File: src/rtl/pcss_pkg.sv
// Shared constants for the PCSS chip-link receive path: link/stream widths,
// the end-of-run marker and the error-counter helper.
package pcss_pkg;

  localparam int CHIPDATA_WIDTH = 16;
  localparam int DATA_WIDTH     = 64;
  localparam int ERR_CNT_WIDTH  = 16;

  // The end-of-run word is all ones at any stream width; the fill bit lets
  // blocks with a non-default DATA_WIDTH build the matching marker.
  localparam logic                  END_MARKER_FILL = 1'b1;
  localparam logic [DATA_WIDTH-1:0] END_MARKER      = {DATA_WIDTH{END_MARKER_FILL}};

  function automatic logic [ERR_CNT_WIDTH-1:0] sat_inc(input logic [ERR_CNT_WIDTH-1:0] v);
    return (v == {ERR_CNT_WIDTH{1'b1}}) ? v : v + 1'b1;
  endfunction

endpackage

File: src/rtl/pcss_sync_fifo.sv
// Small synchronous FIFO with a combinational head read; reports the
// occupancy it will have after the current edge so callers can register flow control.
module pcss_sync_fifo #(
  parameter int WIDTH = 64,
  parameter int DEPTH = 2,
  localparam int AW  = (DEPTH > 1) ? $clog2(DEPTH) : 1,
  localparam int CNW = $clog2(DEPTH + 1)
) (
  input  logic             clk,
  input  logic             rst_n,
  input  logic             push,
  input  logic [WIDTH-1:0] push_data,
  input  logic             pop,
  output logic [WIDTH-1:0] rd_data,
  output logic             rd_valid,
  output logic [CNW-1:0]   count_next
);

  logic [WIDTH-1:0] mem_q [DEPTH];
  logic [WIDTH-1:0] mem_d [DEPTH];
  logic [AW-1:0]    wr_ptr_q, wr_ptr_d;
  logic [AW-1:0]    rd_ptr_q, rd_ptr_d;
  logic [CNW-1:0]   count_q, count_d;

  function automatic logic [AW-1:0] ptr_inc(input logic [AW-1:0] p);
    return (p == AW'(DEPTH - 1)) ? '0 : p + 1'b1;
  endfunction

  always_comb begin
    mem_d    = mem_q;
    wr_ptr_d = wr_ptr_q;
    rd_ptr_d = rd_ptr_q;
    if (push) begin
      mem_d[wr_ptr_q] = push_data;
      wr_ptr_d        = ptr_inc(wr_ptr_q);
    end
    if (pop) begin
      rd_ptr_d = ptr_inc(rd_ptr_q);
    end
    count_d = count_q + CNW'(push) - CNW'(pop);
  end

  always_ff @(posedge clk or negedge rst_n) begin
    if (!rst_n) begin
      for (int i = 0; i < DEPTH; i++) begin
        mem_q[i] <= '0;
      end
      wr_ptr_q <= '0;
      rd_ptr_q <= '0;
      count_q  <= '0;
    end else begin
      mem_q    <= mem_d;
      wr_ptr_q <= wr_ptr_d;
      rd_ptr_q <= rd_ptr_d;
      count_q  <= count_d;
    end
  end

  assign rd_data    = mem_q[rd_ptr_q];
  assign rd_valid   = (count_q != '0);
  assign count_next = count_d;

endmodule

File: src/rtl/pcss_link_rx.sv
// Chip-link receiver: parity-checks incoming flits, packs NF flits MSB-first
// into one stream word and buffers words for an AXI-stream master port.
module pcss_link_rx #(
  parameter int CHIPDATA_WIDTH = pcss_pkg::CHIPDATA_WIDTH,
  parameter int DATA_WIDTH     = pcss_pkg::DATA_WIDTH,
  parameter int FIFO_DEPTH     = 2
) (
  input  logic                      clk,
  input  logic                      rst_n,
  input  logic [CHIPDATA_WIDTH-1:0] link_data_in,
  input  logic                      link_valid,
  input  logic                      link_par,
  output logic                      link_ready,
  output logic                      link_err,
  output logic [DATA_WIDTH-1:0]     M_AXIS_tdata,
  output logic                      M_AXIS_tvalid,
  output logic                      M_AXIS_tlast,
  output logic [DATA_WIDTH/8-1:0]   M_AXIS_tkeep,
  input  logic                      M_AXIS_tready,
  output logic [15:0]               err_cnt
);
  import pcss_pkg::*;

  localparam int NF     = DATA_WIDTH / CHIPDATA_WIDTH;
  localparam int FCW    = (NF > 1) ? $clog2(NF) : 1;
  localparam int PART_W = DATA_WIDTH - CHIPDATA_WIDTH;
  localparam int FIFO_CNW = $clog2(FIFO_DEPTH + 1);
  localparam logic [DATA_WIDTH-1:0] EOR_WORD = {DATA_WIDTH{END_MARKER_FILL}};

  logic [FCW-1:0]    fcnt_q, fcnt_d;
  logic [PART_W-1:0] part_q, part_d;
  logic [15:0]       err_cnt_q, err_cnt_d;
  logic              link_err_q, link_err_d;
  logic              ready_q, ready_d;

  logic                  xfer, par_ok, good_flit, bad_flit, last_flit;
  logic [DATA_WIDTH-1:0] assembled;
  logic                  push, pop, fifo_valid;
  logic [DATA_WIDTH-1:0] fifo_data;
  logic [FIFO_CNW-1:0]   fifo_count_next;

  // Even parity across the flit plus its parity bit.
  assign par_ok    = (link_par == ^link_data_in);
  assign xfer      = link_valid && ready_q;
  assign good_flit = xfer && par_ok;
  assign bad_flit  = xfer && !par_ok;
  assign last_flit = (fcnt_q == FCW'(NF - 1));
  assign assembled = {part_q, link_data_in};

  assign push = good_flit && last_flit;
  assign pop  = fifo_valid && M_AXIS_tready;

  always_comb begin
    fcnt_d     = fcnt_q;
    part_d     = part_q;
    err_cnt_d  = err_cnt_q;
    link_err_d = bad_flit;
    // Flow control is registered from the post-edge occupancy, so it is low
    // exactly while the buffer is full and no flit can be taken into a full FIFO.
    ready_d    = (fifo_count_next != FIFO_CNW'(FIFO_DEPTH));
    if (bad_flit) begin
      fcnt_d    = '0;
      part_d    = '0;
      err_cnt_d = sat_inc(err_cnt_q);
    end else if (good_flit) begin
      part_d = assembled[PART_W-1:0];
      fcnt_d = last_flit ? '0 : fcnt_q + 1'b1;
    end
  end

  always_ff @(posedge clk or negedge rst_n) begin
    if (!rst_n) begin
      fcnt_q     <= '0;
      part_q     <= '0;
      err_cnt_q  <= '0;
      link_err_q <= 1'b0;
      ready_q    <= 1'b0;
    end else begin
      fcnt_q     <= fcnt_d;
      part_q     <= part_d;
      err_cnt_q  <= err_cnt_d;
      link_err_q <= link_err_d;
      ready_q    <= ready_d;
    end
  end

  pcss_sync_fifo #(
    .WIDTH (DATA_WIDTH),
    .DEPTH (FIFO_DEPTH)
  ) u_fifo (
    .clk        (clk),
    .rst_n      (rst_n),
    .push       (push),
    .push_data  (assembled),
    .pop        (pop),
    .rd_data    (fifo_data),
    .rd_valid   (fifo_valid),
    .count_next (fifo_count_next)
  );

  assign link_ready    = ready_q;
  assign link_err      = link_err_q;
  assign err_cnt       = err_cnt_q;
  assign M_AXIS_tvalid = fifo_valid;
  assign M_AXIS_tdata  = fifo_data;
  assign M_AXIS_tlast  = fifo_valid && (fifo_data == EOR_WORD);
  assign M_AXIS_tkeep  = '1;

endmodule

File: config.mk
export PLATFORM = sky130hd
export DESIGN_NAME = pcss_link_rx
export DESIGN_NICKNAME = d
export VERILOG_FILES = /design/src/rtl/pcss_pkg.sv /design/src/rtl/pcss_sync_fifo.sv /design/src/rtl/pcss_link_rx.sv
export SDC_FILE = /design/constraint.sdc
export NUM_CORES = 1
export LEC_CHECK = 0
export BUFFER_PORTS_ARGS = -buffer_cell sky130_fd_sc_hd__buf_4
export CAP_MARGIN = 20
export CORE_MARGIN = 1
export CORE_UTILIZATION = 40
export DETAILED_ROUTE_END_ITERATION = 7
export PLACE_DENSITY = 0.59
export SLEW_MARGIN = 20
export SYNTH_ARGS = -nofsm -noshare
export SYNTH_HDL_FRONTEND = slang
export SYNTH_SLANG_ARGS = --single-unit
File: constraint.sdc
create_clock -name clk -period 4.6 [get_ports clk]
set_input_delay 0.46 -clock clk [delete_from_list [all_inputs] [get_ports clk]]
set_output_delay 0.46 -clock clk [all_outputs]
set_load 0.01 [all_outputs]
==> out/qor.csv, run 1 <==
stage,metric,value,unit
run_status,status,"complete, no violations",
setup_path,Critical Path Max Stage Delay,0.95,ns
global_route,gr ovfl total,0,
setup_path,Crit. End Element,primary output,
timing,Fmax,279,MHz
routing,Final ANT Viol Nets,0,
clocking,TritonCTS Buffers,17,
routing,DRT Wirelength,22000,um
timing,Slew @ Worst Pin,0.804,ns
power,Peak VDD IR,293,uV
power,static leakage,0.00538,uW
timing,final period utilization,78.0,%
run,Max Cap Viol,0,
power,register share of total power,47.0,%
yosys,Synth top area share,53.3,%
power,Net Sw Power,2060,uW
clocking,clock buffer depth,2,
yosys,Gate Count Post-Synth,802,
clocking,clk slew on worst S/H paths,0.08,ns
clocking,CTS H-tree depth,4,
clocking,CTS sink count,200,
clocking,number of setup buffers added after CTS,0,
yosys,top post-synthesis cells by count,"dfrtp_1 (200), nand2_1 (123), mux2_2 (106)",
setup_path,number of buffers and inverters on the critical path,2,
timing,RSZ-0062 raised after global routing,false,
global_route,Tot GR Track Use,19.4,%
timing,Final Hold Fails,0,
routing,vias per cell,5.09,
timing,Setup TNS,0,ns
clocking,clk_lat worst skew,0.45,ns
power,Power Total,5870,uW
yosys,Yosys cell types,36,
setup_path,critical-path maximum fanout,60,
clocking,cts repair resizes,0,
yosys,most frequent cell after synthesis,dfrtp_1,
cells_and_area,diode count,0,
power,P per Cell Area,533,mW/mm^2
timing,clock period minus worst slack,3.59,ns
routing,WL per Instance,18.1,um
routing,drt first-iter violations,357,
place,placed cell area,0.0104,mm^2
clocking,hold-fix buffers at CTS,0,
floorplan,die footprint,0.0241,mm^2
setup_path,CP Launch Type,flip-flop,
global_route,global-route wire length before repair,35800,um
power,sw frac,35.1,%
yosys,asr flop ratio synth,100,%
routing,DRT Pass-1 Iters,5,
setup_path,CP max stage cell,dfrtp_4,
global_route,initial antenna violation count,0,
cells_and_area,layout cell share with drive strength beyond 1,28.6,%
clocking,CTS tree,done,
yosys,"Avg Cell Area, Syn",11.7,um^2
floorplan,Rows,55,
power,clock share of power,25.1,%
floorplan,Top Ports,113,
global_route,vias in the first global route,6285,
cells_and_area,fin nets,914,
yosys,sequential area share after synthesis,53.3,%
timing,pins over their slew limit,0,
place,hpwl dp,14600,um
timing,Final setup viols,0,
floorplan,die width,155,um
setup_path,"Cell Chain, Critical Path",buf_4 > nand2_1 > o21ai_0 > nand2_1 > nor4_1 > nor4bb_1 > buf_4,
setup_path,critical path required time,4.14,ns
floorplan,core area,0.0228,mm^2
routing,via count,6187,
yosys,number of synthesized flops with an enable pin,0,
yosys,Yosys reg bits,200,
yosys,largest area contributor in the netlist,dfrtp_1,
yosys,ranking of synthesized cells by area,"dfrtp_1 (53%), mux2_2 (13%), mux2_1 (9.6%), nand2_1 (4.9%), o21ai_0 (3.2%)",
floorplan,DIE HEIGHT,155,um
place,port bufs,104,
routing,DRC,0,
setup_path,"delay-heaviest family, CP",flip-flops,
floorplan,Initial Util,41.1,%
timing,slew margin rel.,46.4,%
timing,post-route clock skew,0.0141,ns
setup_path,WS Path Type,flip-flop to primary output,
place,routability congestion estimate,0.732,
cells_and_area,final instance area,0.0110,mm^2
yosys,yosys warns,0,
global_route,pin count of the biggest net entering global routing,110,
yosys,Syn Std Cell Area,0.00939,mm^2
setup_path,critical path arrival,3.13,ns
power,Pint,3810,uW
cells_and_area,growth of design area from synthesis to finish,17.2,%
power,share of power burned in combinational logic,27.8,%
clocking,Root Buffer,clkbuf_16,
worst_hold_path,Hold Path Class,input port to asynchronous set/reset pin,
yosys,Main synth FF type,dfrtp_1,
cells_and_area,fillers,2133,
==> routing by layer <==
layer	part of all wire (%)	vias up	routed length, um	global-route usage (%)
met4	0.77	0	170	5.56
li1	-	2960	-	-
met2	47	112	10300	29.9
met3	3.8	7	843	3.06
met5	0	-	0	0
met1	49	3108	10800	28.2
==> cell families after synthesis <==
| family | share of synthesized area [%] |
|---|---|
| XOR/XNOR | 3.66 |
| AO/OA/AOI/OAI | 3.73 |
| adder cells (fa/ha/maj) | 0.400 |
| multiplexers | 24.6 |
| AND/OR/NAND/NOR | 11.1 |
| buffers and inverters | 3.17 |
| flip-flops | 53.3 |
| other | 0.0399 |
==> state kept, by name (all words and copies together), names as in the netlist <==
register,cells
err_cnt,16
fcnt_q,2
link_err,1
link_ready,1
part_q,48
u_fifo.count_q,2
u_fifo.mem_q,128
u_fifo.rd_ptr_q,1
u_fifo.wr_ptr_q,1
==> cell type report <==
class / count / area [um^2] / area share, %
sequential: 200 / 5010 / 45.5
timing repair buffer: 113 / 880 / 7.99
clock buffer: 20 / 457 / 4.15
multi-input combinational: 551 / 4140 / 37.6
clock inverter: 12 / 115 / 1.05
inverter: 7 / 26.3 / 0.239
tap: 313 / 392 / 3.56
==> power groups by stage <==
| stage | Clock [uW] | Sequential (uW) | Combinational (uW) |
|---|---|---|---|
| detailed placement | 0 | 2800 | 1670 |
| floorplan | 0 | 2530 | 1160 |
| global placement | 0 | 2790 | 1640 |
| finish | 1470 | 2760 | 1630 |
| CTS | 1500 | 2770 | 1670 |
| global route | 1570 | 2850 | 1810 |
==> cells in the final DEF (no fill, tap or decap), types with 2 or more instances in the layout <==
master / instances
dfrtp_1: 199
nand2_1: 122
buf_4: 110
mux2_2: 106
mux2_1: 80
o21ai_0: 61
nand3_1: 29
nand4_1: 24
nor2_1: 23
xnor2_1: 18
mux2i_1: 17
clkbuf_16: 17
xor2_1: 14
conb_1: 8
inv_1: 7
nor4_1: 6
clkinvlp_4: 6
nor3_1: 5
and2_1: 3
nor2b_1: 3
nand2b_1: 3
a31oi_1: 3
or3_1: 3
ha_1: 3
inv_6: 3
clkbuf_8: 3
xnor2_2: 2
nor3b_1: 2
a21oi_1: 2
and3_1: 2
mux2i_4: 2
buf_12: 2
==> per-stage QoR <==
step | cells | worst slack [ns] | utilization, % | hold slack (ns)
2_1_floorplan | 809 | 2.17 | - | 0.164
3_3_place_gp | 1184 | 1.39 | 45.7 | 0.469
3_5_place_dp | 1184 | 1.37 | 45.7 | 0.477
4_1_cts | 1216 | 0.919 | 48.2 | 0.101
5_1_grt | 1216 | 0.742 | 48.2 | 0.122
6_report | 1216 | 1.01 | 48.2 | 0.0524
==> worst paths after layout <==
| kind | startpoint | endpoint | slack [ns] | depth (start not counted) |
|---|---|---|---|---|
| worst min-delay path | rst_n | err_cnt[2] | 0.05 | 1 |
| worst min register to register | u_fifo.mem_q[25] | u_fifo.mem_q[25] | 0.49 | 1 |
| worst max register to register | link_ready | u_fifo.mem_q[21] | 2.05 | 7 |
| max in group asynchronous | rst_n | part_q[3] | 3.41 | 2 |
| worst max-delay path | u_fifo.rd_ptr_q | M_AXIS_tlast | 1.01 | 7 |
| min in group clk | link_data_in[12] | u_fifo.mem_q[76] | 0.25 | 2 |
(Power assumes the default switching activity.)
==> run 2: changes to the inputs <==
--- a/config.mk
+++ b/config.mk
@@ -10,7 +10,7 @@
 export CORE_MARGIN = 1
 export CORE_UTILIZATION = 40
 export DETAILED_ROUTE_END_ITERATION = 7
-export PLACE_DENSITY = 0.59
+export PLACE_DENSITY = 0.62
 export SLEW_MARGIN = 20
 export SYNTH_ARGS = -nofsm -noshare
 export SYNTH_HDL_FRONTEND = slang
==> constraint.sdc (replaced) <==
create_clock -name clk -period 3.1 [get_ports clk]
set_input_delay 0.31 -clock clk [delete_from_list [all_inputs] [get_ports clk]]
set_output_delay 0.31 -clock clk [all_outputs]
set_load 0.01 [all_outputs]
==> run 2 against run 1 <==
Against the previous run:
- flip-flop and latch count stayed put
- die area stayed put
- power is 52% higher
- sequential share of layout area is 1.4 points lower
- global-route usage is 0.095 points higher
- critical endpoint unchanged
==> out/qor.csv, run 2 (same netlist as run 1, synthesis figures left out) <==
stage,metric,value,unit,change
clocking,clk slew on worst S/H paths,0.07,ns,about the same
global_route,pin count of the biggest net entering global routing,80,,-27%
cells_and_area,"leading cell type in the layout, fill and taps excluded",dfrtp_1,,
setup_path,critical path required time,2.79,ns,-1.35 ns
floorplan,DIE HEIGHT,155,um,unchanged
place,Inst Count DP,1202,,+1.5%
clocking,clk_lat worst skew,0.43,ns,-0.02 ns
cells_and_area,growth of design area from synthesis to finish,21.0,%,
timing,Final Hold Fails,0,,unchanged
routing,DRT Pass-1 Iters,4,,-1
setup_path,critical path arrival,2.62,ns,-0.51 ns
global_route,busiest grt layer,met2,,
clocking,Root Buffer,clkbuf_16,,
global_route,gr ovfl total,0,,unchanged
floorplan,die width,155,um,unchanged
cells_and_area,max FFs per register,128,,unchanged
run,Max Cap Viol,0,,unchanged
global_route,met3 GRT Util,3.93,%,+0.86 points
place,placed cell area,0.0107,mm^2,+2.3%
worst_hold_path,hold path depth,2,,
global_route,initial antenna violation count,0,,unchanged
timing,Fmax,341,MHz,
global_route,met2 usage,29.7,%,-0.17 points
floorplan,Rows,55,,unchanged
routing,via count,6311,,+2.0%
routing,drt first-iter violations,326,,-8.7%
routing,WL per Instance,17.8,um,-1.8%
cells_and_area,fin nets,936,,+2.4%
timing,Slew @ Worst Pin,0.765,ns,-0.0390 ns
power,P per Cell Area,787,mW/mm^2,+48%
timing,slew margin rel.,48.9,%,+2.5 points
power,Power Total,8940,uW,+52%
clocking,CTS H-tree depth,4,,unchanged
timing,post-route clock skew,0.0131,ns,-0.000953 ns
power,static leakage,0.00561,uW,+4.3%
clocking,clock buffer depth,2,,unchanged
timing,post-route setup slack,0.167,ns,-0.847 ns
routing,vias per cell,5.10,,+0.19%
global_route,global-route wire length before repair,35900,um,+0.21%
timing,RSZ-0062 raised after global routing,false,,
clocking,CTS sink count,200,,unchanged
cells_and_area,"commonest cells after routing, fill and taps aside","dfrtp_1 (199), nand2_1 (122), buf_4 (120)",,
power,Peak VDD IR,427,uV,+46%
routing,DRC,0,,unchanged
setup_path,"reg-to-reg slack, setup",0.81,ns,-1.24 ns
timing,final period utilization,94.6,%,
routing,Final ANT Viol Nets,0,,unchanged
timing,pins over their slew limit,0,,unchanged
setup_path,Worst R2R Path Depth,6,,-1
setup_path,critical-path maximum fanout,9,,-85%
floorplan,Top Ports,113,,unchanged
routing,DRT Wirelength,22000,um,about the same
floorplan,die footprint,0.0241,mm^2,unchanged
run_status,status,"complete, no violations",,
place,port bufs,104,,unchanged
clocking,CTS tree,done,,
place,pre-CTS WS,0.453,ns,-0.916 ns
cells_and_area,diode count,0,,unchanged
cells_and_area,layout cell share with drive strength beyond 1,30.9,%,+2.3 points
setup_path,CP Launch Type,flip-flop,,
cells_and_area,final instance area,0.0114,mm^2,+3.2%
setup_path,Crit. End Element,primary output,,
clocking,TritonCTS Buffers,17,,unchanged
cells_and_area,final std cells w/o fill,1238,,+1.8%
global_route,met1 usage,28.1,%,-0.11 points
timing,Setup TNS,0,ns,unchanged
cells_and_area,Biggest register,u_fifo.mem_q,,
place,routability congestion estimate,0.780,,+6.5%
global_route,vias in the first global route,6272,,-0.21%
worst_hold_path,Hold Path Class,input port to flip-flop,,
timing,Final setup viols,0,,unchanged
place,hpwl dp,15200,um,+4.1%
timing,clock period minus worst slack,2.93,ns,
setup_path,WS Path Type,flip-flop to primary output,,
floorplan,Initial Util,41.1,%,unchanged
floorplan,core area,0.0228,mm^2,unchanged
global_route,Tot GR Track Use,19.5,%,+0.095 points
## run 2: layout make-up
type / instances / area (um^2)
clock buffers: 19 / 443
clock inverters: 13 / 136
fillers: 2125 / 11500
inverters: 7 / 26.3
multi-input cells: 551 / 4190
flip-flops and latches: 200 / 5010
well taps: 313 / 392
repair buffers: 135 / 1170
## run 2: timing repair
item,CTS,global route
endpoints found under the setup margin,1,1
hold buffers,1,0
setup buffers,2,1
endpoints found under the hold margin,75,0
pin swaps,0,3
resized for setup,0,12
## run 2: critical path: stages (launching register included)
cell and delay, ns:
dfrtp_4 0.52, buf_6 0.17, mux2_2 0.25, nand4_1 0.15
nor4_1 0.47, nor4bb_4 0.36, buf_4 0.15, buf_4 0.11
## run 2: metal layers
metal	up-vias	routed length [um]
met2	121	10200
met4	0	331
met5	-	0
met3	16	852
li1	3021	-
met1	3153	10600
## run 2: final timing paths
check,start,endpoint
worst max-delay path,u_fifo.rd_ptr_q,M_AXIS_tlast
worst min-delay path,link_data_in[15],u_fifo.mem_q[15]
worst max register to register,err_cnt[5],err_cnt[15]
worst min register to register,u_fifo.mem_q[101],u_fifo.mem_q[101]
max in group asynchronous,rst_n,part_q[19]
min in group asynchronous,rst_n,err_cnt[3]
## run 2: where the power goes
part           total (uW)  internal, uW  switching, uW
sequential           3970          3320            652
clock                2190          1160           1030
combinational        2780          1340           1450
## run 2: through the flow
stage / utilization [%] / hold WS (ns)
global route: 49.8 / 0.110
finish: 49.8 / 0.132
floorplan: - / 0.0144
detailed placement: 46.7 / 0.398
CTS: 49.5 / 0.113
global placement: 46.7 / 0.395
